--- src/rtl/timer_irq_pkg.sv ---
// Shared CPU address map for the timer peripheral and its TCON bit layout.
// Also used by the data-memory decoder, so both sides agree on the word-aligned compare.
package timer_irq_pkg;

    localparam logic [31:0] TIMER_BASE_ADDR = 32'h4000_0000;
    localparam logic [31:0] TH_OFFSET       = 32'h0000_0000;
    localparam logic [31:0] TL_OFFSET       = 32'h0000_0004;
    localparam logic [31:0] TCON_OFFSET     = 32'h0000_0008;

    localparam int TCON_WIDTH  = 3;
    localparam int TCON_EN_BIT = 0;
    localparam int TCON_IE_BIT = 1;
    localparam int TCON_ST_BIT = 2;

    // Word-granular match: the two byte-lane bits of the bus address are ignored.
    function automatic logic word_match(input logic [31:0] addr, input logic [31:0] target);
        return (addr >> 2) == (target >> 2);
    endfunction

endpackage

--- src/rtl/timer_counter.sv ---
// TL counter with TH reload; single-cycle update, bus writes always accepted (no backpressure).
// A bus write to TL takes priority over a reload or an increment on the same edge.
module timer_counter (
    input  logic        clk,
    input  logic        reset,
    input  logic        en,
    input  logic        th_wr,
    input  logic        tl_wr,
    input  logic [31:0] wdata,
    output logic [31:0] th,
    output logic [31:0] tl,
    output logic        reload
);

    assign reload = en && (tl == 32'hFFFF_FFFF);

    always_ff @(posedge clk) begin
        if (reset) begin
            th <= '0;
            tl <= '0;
        end else begin
            if (th_wr) begin
                th <= wdata;
            end
            // Reload uses the TH value held before this edge, so a TH write
            // only affects the following reload.
            if (tl_wr) begin
                tl <= wdata;
            end else if (reload) begin
                tl <= th;
            end else if (en) begin
                tl <= tl + 32'd1;
            end
        end
    end

endmodule

--- src/rtl/timer_irq.sv ---
// Memory-mapped timer with interrupt: writes land in one cycle, reads and IRQ are combinational.
// No backpressure: every bus access completes in the cycle it is presented.
module timer_irq
    import timer_irq_pkg::*;
#(
    parameter logic [31:0] BASE_ADDR = TIMER_BASE_ADDR
) (
    input  logic        clk,
    input  logic        reset,
    input  logic [31:0] Addr,
    input  logic [31:0] WriteData,
    input  logic        MemWr,
    input  logic        MemRd,
    input  logic        PC_super,
    output logic [31:0] ReadData,
    output logic        IRQ,
    output logic [2:0]  TCON_out
);

    logic                  sel_th;
    logic                  sel_tl;
    logic                  sel_tcon;
    logic                  reload;
    logic [31:0]           th;
    logic [31:0]           tl;
    logic [TCON_WIDTH-1:0] tcon;

    assign sel_th   = word_match(Addr, BASE_ADDR + TH_OFFSET);
    assign sel_tl   = word_match(Addr, BASE_ADDR + TL_OFFSET);
    assign sel_tcon = word_match(Addr, BASE_ADDR + TCON_OFFSET);

    timer_counter u_counter (
        .clk    (clk),
        .reset  (reset),
        .en     (tcon[TCON_EN_BIT]),
        .th_wr  (MemWr && sel_th),
        .tl_wr  (MemWr && sel_tl),
        .wdata  (WriteData),
        .th     (th),
        .tl     (tl),
        .reload (reload)
    );

    always_ff @(posedge clk) begin
        if (reset) begin
            tcon <= '0;
        end else if (MemWr && sel_tcon) begin
            tcon[TCON_EN_BIT] <= WriteData[TCON_EN_BIT];
            tcon[TCON_IE_BIT] <= WriteData[TCON_IE_BIT];
            // A reload coinciding with a status clear must not drop the interrupt.
            tcon[TCON_ST_BIT] <= WriteData[TCON_ST_BIT]
                               | (WriteData[TCON_IE_BIT] & reload);
        end else if (reload && tcon[TCON_IE_BIT]) begin
            tcon[TCON_ST_BIT] <= 1'b1;
        end
    end

    always_comb begin
        ReadData = '0;
        if (MemRd) begin
            if (sel_th) begin
                ReadData = th;
            end else if (sel_tl) begin
                ReadData = tl;
            end else if (sel_tcon) begin
                ReadData = {{(32-TCON_WIDTH){1'b0}}, tcon};
            end
        end
    end

    assign IRQ      = tcon[TCON_IE_BIT] & tcon[TCON_ST_BIT] & ~PC_super;
    assign TCON_out = tcon;

endmodule

--- config.mk ---
export PLATFORM = sky130hd
export DESIGN_NAME = timer_irq
export DESIGN_NICKNAME = d
export VERILOG_FILES = /design/src/rtl/timer_irq_pkg.sv /design/src/rtl/timer_counter.sv /design/src/rtl/timer_irq.sv
export SDC_FILE = /design/constraint.sdc
export NUM_CORES = 1
export LEC_CHECK = 0
export ABC_AREA = 1
export BUFFER_PORTS_ARGS = -buffer_cell sky130_fd_sc_hd__buf_4
export CELL_PAD_IN_SITES_DETAIL_PLACEMENT = 1
export CELL_PAD_IN_SITES_GLOBAL_PLACEMENT = 1
export CORE_ASPECT_RATIO = 1.25
export CORE_UTILIZATION = 38
export CTS_BUF_LIST = sky130_fd_sc_hd__clkbuf_16
export DETAILED_ROUTE_END_ITERATION = 12
export GPL_TIMING_DRIVEN = 0
export PLACE_DENSITY_LB_ADDON = 0.1
export SYNTH_ARGS = -nofsm -noshare
export SYNTH_HDL_FRONTEND = slang
export SYNTH_SLANG_ARGS = --single-unit
--- constraint.sdc ---
create_clock -name clk -period 2.3 [get_ports clk]
set_input_delay 0.345 -clock clk [delete_from_list [all_inputs] [get_ports clk]]
set_output_delay 0.345 -clock clk [all_outputs]
set_load 0.01 [all_outputs]
==> results.toml, run 1 <==
[worst_setup_path]
crit_arrival_ns = 1.91
rrSetupSlack_ns = 0.12
path_cells = "buf_4 -> nor2_1 -> nand3_1 -> nor2_4 -> buf_4 -> nand2_2 -> clkinv_4 -> buf_8 -> nand2_1 -> nand2_1 -> inv_1 -> a21oi_1 -> buf_4"
worstPathRequired_ns = 1.96
cp_max_fo = 10
crit_path_start_kind = "primary input"
path_common_cell = "buf_4"
worstReg2RegStart = "u_counter.tl[17]"
path_class = "primary input to primary output"
critPathSlowestCell = "nor2_4"
slowest_delay_ns = 0.19
r2r_end = "u_counter.tl[29]"
cp-end-kind = "primary output"
rr_worst_depth = 10

[synthesis]
synth.top_cells.by_area = "dfxtp_1, nand2_1, nor2_1, nand3_1, a21oi_1"
ys_ff_latch = 67
synth_cell_type_count = 31
synth_area_um2 = 5120
ys_warn_count = 0
synth_top_area_share_pct = 26.2
ys.flop_type = "dfxtp_1"
yosysTopAreaCell = "dfxtp_1"
ys_seq_area_share_pct = 26.2
synth_edf_count = 0
netlist_instances = 897
async_reset_ff_share_pct = 0
syn_nets = 967
syn_area_per_cell_um2 = 5.71

[hold_path]
hp-start = "WriteData[2]"
min_path_cells = 3
hold_end = "u_counter.th[2]"
holdCritPathClass = "primary input to flip-flop"

[placed_design]
port-buffer-count = 101
place_area_um2 = 6100
pre_cts_ws_ns = -0.357
place_hpwl_mm = 16.6
gp_congestion = 0.974

[floorplanning]
coreArea_um2 = 13200
ios = 105
initial_utilization_pct = 38.9
row_count = 47
die_area_um2 = 14000
die_height_um = 132
die_w_um = 106

[sta]
maxSlewHeadroom_pct = 48.4
maxSlewViolCount = 0
hold_ws_ns = 0.259
fin_skew_ns = 0.00716
fmax_mhz = 444
hold_viol = 0
min_period_ns = 2.25
worstMarginPinSlew_ns = 0.774
finalCritPeriodShare_pct = 98.0
setup_violations = 0
fin_ws_ns = 0.0470

[cts]
cts_hold_buf = 0
htree_num_levels = 3
cts_tree = "yes"
clk_pin_slew_worst_paths_ns = 0.06
root_buffer = "clkbuf_16"
cts-buffers-inserted = 9
cts.sinks = 67
clk-insertion-delay-late_ns = 0.35
clock_path_buffers = 2

[finish]
area_growth_syn_to_layout_pct = 27.9
multiInputGateArea_um2 = 3280
final_util_pct = 49.8
nNetsFinal = 1085
post_route_cells_drive_above_1_share_pct = 18.1
final-seq-area_um2 = 1340
diodes = 0
fin_area_um2 = 6550
fill_cells = 1911

[outcome]
status = "finished, final reports clean"

[global_route]
overflow = 0
grt_usage_pct = 32.6
grt_pass1_wl_mm = 34.6
grt_pass1_vias = 6576
antenna_found_initial = 0
grt_max_degree = 13

[drt]
route.detailed.drc = 0
wire_per_inst_um = 19.0
dr_total_vias = 6667
drt_iter0_drc = 374
dr.pass1.iters = 5
final_antenna_net_count = 0
drt_wl_total_mm = 22.7
viasPerCell = 5.60

[flow_run]
max_cap_viol_count = 0

[power]
leakage_nw = 2.61
powerDensity_nw_per_um2 = 410
power.ir.vdd_worst_mv = 0.235
## registers in the layout, summed over array words and instances (netlist names)
signal and count:
u_counter.th 32, TCON_out 3, u_counter.tl 32
## critical path: cells and delay by family
| family | cells | cell delay (ns) |
|---|---|---|
| AO/OA/AOI/OAI | 1 | 0.13 |
| buffers and inverters | 6 | 0.73 |
| AND/OR/NAND/NOR | 6 | 0.69 |
## cell usage in the layout (no fill, tap or decap), types with 3 or more instances in the layout
master / n
dfxtp_1: 67
nand3_1: 126
inv_1: 83
nand2_1: 188
o21ai_1: 13
clkbuf_1: 20
nor2_2: 9
nor2_1: 166
nand2_2: 4
clkinv_2: 3
buf_4: 110
buf_6: 6
xor2_1: 8
clkbuf_16: 10
a21oi_2: 6
clkinvlp_4: 3
nor2_4: 7
nand4_1: 26
buf_1: 5
a21oi_1: 76
o21ai_0: 39
nand3b_1: 10
buf_2: 9
## what timing repair did
item	4_1_cts	5_1_grt
setup endpoints to repair	30	34
setup buffers	3	2
resized for setup	18	24
gates cloned	0	1
pin swaps	2	4
## per-stage QoR
stage               setup TNS [ns]  total power, mW  std cells
floorplan                        0             1.25        897
global placement             -9.02             1.39       1169
detailed placement          -10.62             1.39       1169
CTS                              0             2.68       1188
global route               -0.0450             2.75       1191
finish                           0             2.68       1191
## per-layer routing
layer | share of wire, % | GRT usage [%] | wire [µm]
met3 | 5.8 | 5.83 | 1330
met2 | 49 | 55.8 | 11100
met5 | 0 | 0 | 0
met1 | 41 | 38.9 | 9210
met4 | 4.5 | 16.1 | 1020
## kinds of logic after synthesis
logic type               count (synthesis)  share of synthesized area (%)
AO/OA/AOI/OAI                          134                           13.1
XOR/XNOR                                10                           1.71
adder cells (fa/ha/maj)                  1                          0.244
buffers and inverters                  138                           11.3
flip-flops                              67                           26.2
AND/OR/NAND/NOR                        547                           47.5
## worst max path at each step
stage / startpoint / slack, ns / to
floorplan: Addr[7] / 0.39 / ReadData[21]
global placement: Addr[4] / -0.36 / ReadData[21]
detailed placement: Addr[4] / -0.36 / ReadData[23]
CTS: Addr[29] / 0.01 / ReadData[15]
global route: Addr[19] / -0.03 / ReadData[2]
finish: Addr[19] / 0.05 / ReadData[2]
## area by class of cell
| type | count | share of cell area, % |
|---|---|---|
| clock buffer | 9 | 3.44 |
| timing repair buffer | 107 | 12.5 |
| buffer | 50 | 4.45 |
| inverter | 88 | 5.17 |
| sequential | 67 | 20.5 |
| clock inverter | 7 | 0.687 |
| multi-input combinational | 692 | 50.0 |
| tap | 171 | 3.26 |
## Yosys cell counts (10+ instances only)
| cell | count |
|---|---|
| a21oi_1 | 82 |
| buf_2 | 11 |
| clkbuf_1 | 24 |
| dfxtp_1 | 67 |
| inv_1 | 83 |
| nand2_1 | 189 |
| nand3_1 | 127 |
| nand3b_1 | 10 |
| nand4_1 | 26 |
| nor2_1 | 171 |
| o21ai_0 | 39 |
| o21ai_1 | 13 |
## where the power goes
| part | switching (mW) | internal (mW) | leakage, nW | total [mW] |
|---|---|---|---|---|
| clock network | 0.589 | 0.724 | 0.125 | 1.31 |
| registers | 0.00000000151 | 1.16 | 0.539 | 1.16 |
| logic | 0.118 | 0.0928 | 1.95 | 0.211 |
No activity file was read; power rests on OpenSTA's default activity.
==> inputs of run 2 (changes only) <==
Settings changed: BUFFER_PORTS_ARGS -buffer_cell sky130_fd_sc_hd__buf_4 to -buffer_cell sky130_fd_sc_hd__buf_2.
==> run 2 against run 1 <==
  * Cell count down 0.17%
  * Critical path depth down 4
  * Non-clock buffer count down 2
  * Maximum frequency up 1.2%
  * Sequential power about the same
  * Die area unchanged
  * Utilization down 2.2 points
  * Power down 0.98%
  * Hold slack better by 0.0028 ns
  * Register-to-register slack about the same
  * Critical path type unchanged
  * Largest cell class unchanged
  * Largest power group unchanged
  * Highest routed layer unchanged
==> results.toml, run 2 (synthesis results as in run 1) <==
[outcome]
status = "finished, final reports clean"

[sta]
fmax_mhz = 449
worstMarginPinSlew_ns = 0.747
fin_skew_ns = 0.00617
min_period_ns = 2.23
finalCritPeriodShare_pct = 96.8
setup_violations = 0
maxSlewViolCount = 0
hold_viol = 0
maxSlewHeadroom_pct = 50.2
rsz0062_at_grt = "yes"

[hold_path]
holdCritPathClass = "primary input to flip-flop"

[worst_setup_path]
path_class = "primary input to primary output"
worst-path-buf-inv = 4
path_common_cell = "buf_2"
crit_arrival_ns = 1.88
critPathSlowestCell = "buf_1"
slowest_delay_ns = 0.55
crit_path_start_kind = "primary input"
cp-end-kind = "primary output"
cp_max_fo = 10
cp_top_family = "buffers and inverters"
path_cells = "buf_2 -> inv_1 -> nand2_1 -> nor3_2 -> nand3_2 -> buf_1 -> nand3_1 -> a21oi_2 -> buf_2"
worstPathRequired_ns = 1.96

[drt]
wl_met2_mm = 10.8
highest_layer = "met4"
dr_total_vias = 6633
route.detailed.drc = 0
met3RoutedLength_mm = 1.29
wire_per_inst_um = 18.9
drt_wl_total_mm = 22.5
viasPerCell = 5.58
dr.pass1.iters = 5
final_antenna_net_count = 0
drt-met1-wl_mm = 9.22
drt_iter0_drc = 409

[global_route]
grt_max_degree = 13
antenna_found_initial = 0
grt_pass1_vias = 6596
grt_usage_pct = 32.7
overflow = 0
grt_pass1_wl_mm = 34.8

[floorplanning]
ios = 105
row_count = 47
die_area_um2 = 14000
die_height_um = 132
initial_utilization_pct = 38.9
die_w_um = 106
coreArea_um2 = 13200

[placed_design]
port-buffer-count = 101
place_hpwl_mm = 16.6
gp_congestion = 0.938
dpl.cell_count = 1169

[power]
power_mw = 2.66
pwr-share-seq_pct = 43.6
switchingPower_mw = 0.712
leakage_nw = 2.54
p_int_mw = 1.95
powerDensity_nw_per_um2 = 424
switching_share_pct = 26.8
power.ir.vdd_worst_mv = 0.353
power_frac_clock_pct = 49.6
combPwrFrac_pct = 6.7

[finish]
final-seq-area_um2 = 1340
fill_cells = 1955
mostFrequentLayoutCells = "nand2_1, nor2_1, nand3_1, buf_2, inv_1"
area_growth_syn_to_layout_pct = 22.3
final_util_pct = 47.6
diodes = 0
nNetsFinal = 1083
fin_cells = 1189
layout_commonest_cell = "nand2_1"
multiInputGateArea_um2 = 3270
post_route_cells_drive_above_1_share_pct = 17.7

[cts]
clock_path_buffers = 2
cts-buffers-inserted = 9
clk-insertion-delay-late_ns = 0.34
clk_pin_slew_worst_paths_ns = 0.06
htree_num_levels = 3
cts_hold_buf = 0
cts.sinks = 67
root_buffer = "clkbuf_16"
cts_tree = "yes"

[flow_run]
max_cap_viol_count = 0
## run 2: layer usage
metal,vias up,track usage [%]
li1,3151,-
met1,3171,38.9
met2,232,55.6
met3,79,5.83
met4,0,17.7
met5,-,0
## run 2: tightest hold or removal path: stages
cell	delay, ns
buf_2	0.09
o21ai_1	0.06
nor2_1	0.07
## run 2: path summary, 6_finish.rpt
kind / from / endpoint / slack, ns / cells after the start
setup / recovery: Addr[4] / ReadData[13] / 0.07 / 9
hold reg to reg: u_counter.th[9] / u_counter.th[9] / 0.48 / 2
hold / removal: WriteData[2] / u_counter.th[2] / 0.26 / 3
setup reg to reg: u_counter.tl[17] / u_counter.tl[25] / 0.11 / 10
## run 2: area by class of cell
type | count | area share [%]
inverters | 88 | 5.33
well taps | 171 | 3.42
repair buffers | 106 | 8.87
flip-flops and latches | 67 | 21.4
clock buffers | 9 | 3.59
plain buffers | 49 | 4.51
clock inverters | 7 | 0.719
multi-input cells | 692 | 52.1
## run 2: what timing repair did
item	CTS	global route
endpoints found under the setup margin	30	34
buffers inserted	3	2
pin swaps	2	2
resized for setup	16	22
## run 2: power groups by stage
stage          Sequential [mW]  Combinational, mW  Clock, mW
3_3_place_gp              1.19              0.173          0
4_1_cts                   1.16              0.178       1.32
5_1_grt                   1.16              0.197       1.36
3_5_place_dp              1.19              0.175          0
2_1_floorplan             1.19             0.0669          0
6_report                  1.16              0.179       1.32
## run 2: metrics by stage
stage / hold WS [ns] / TNS (ns) / setup slack, ns / area (µm²)
global placement: 0.467 / -9.13 / -0.401 / 5840
global route: 0.296 / -0.0970 / -0.0310 / 6260
floorplan: 0.444 / 0 / 0.389 / 5120
CTS: 0.261 / 0 / 0.0134 / 6190
finish: 0.262 / 0 / 0.0732 / 6260
detailed placement: 0.473 / -8.66 / -0.360 / 5840
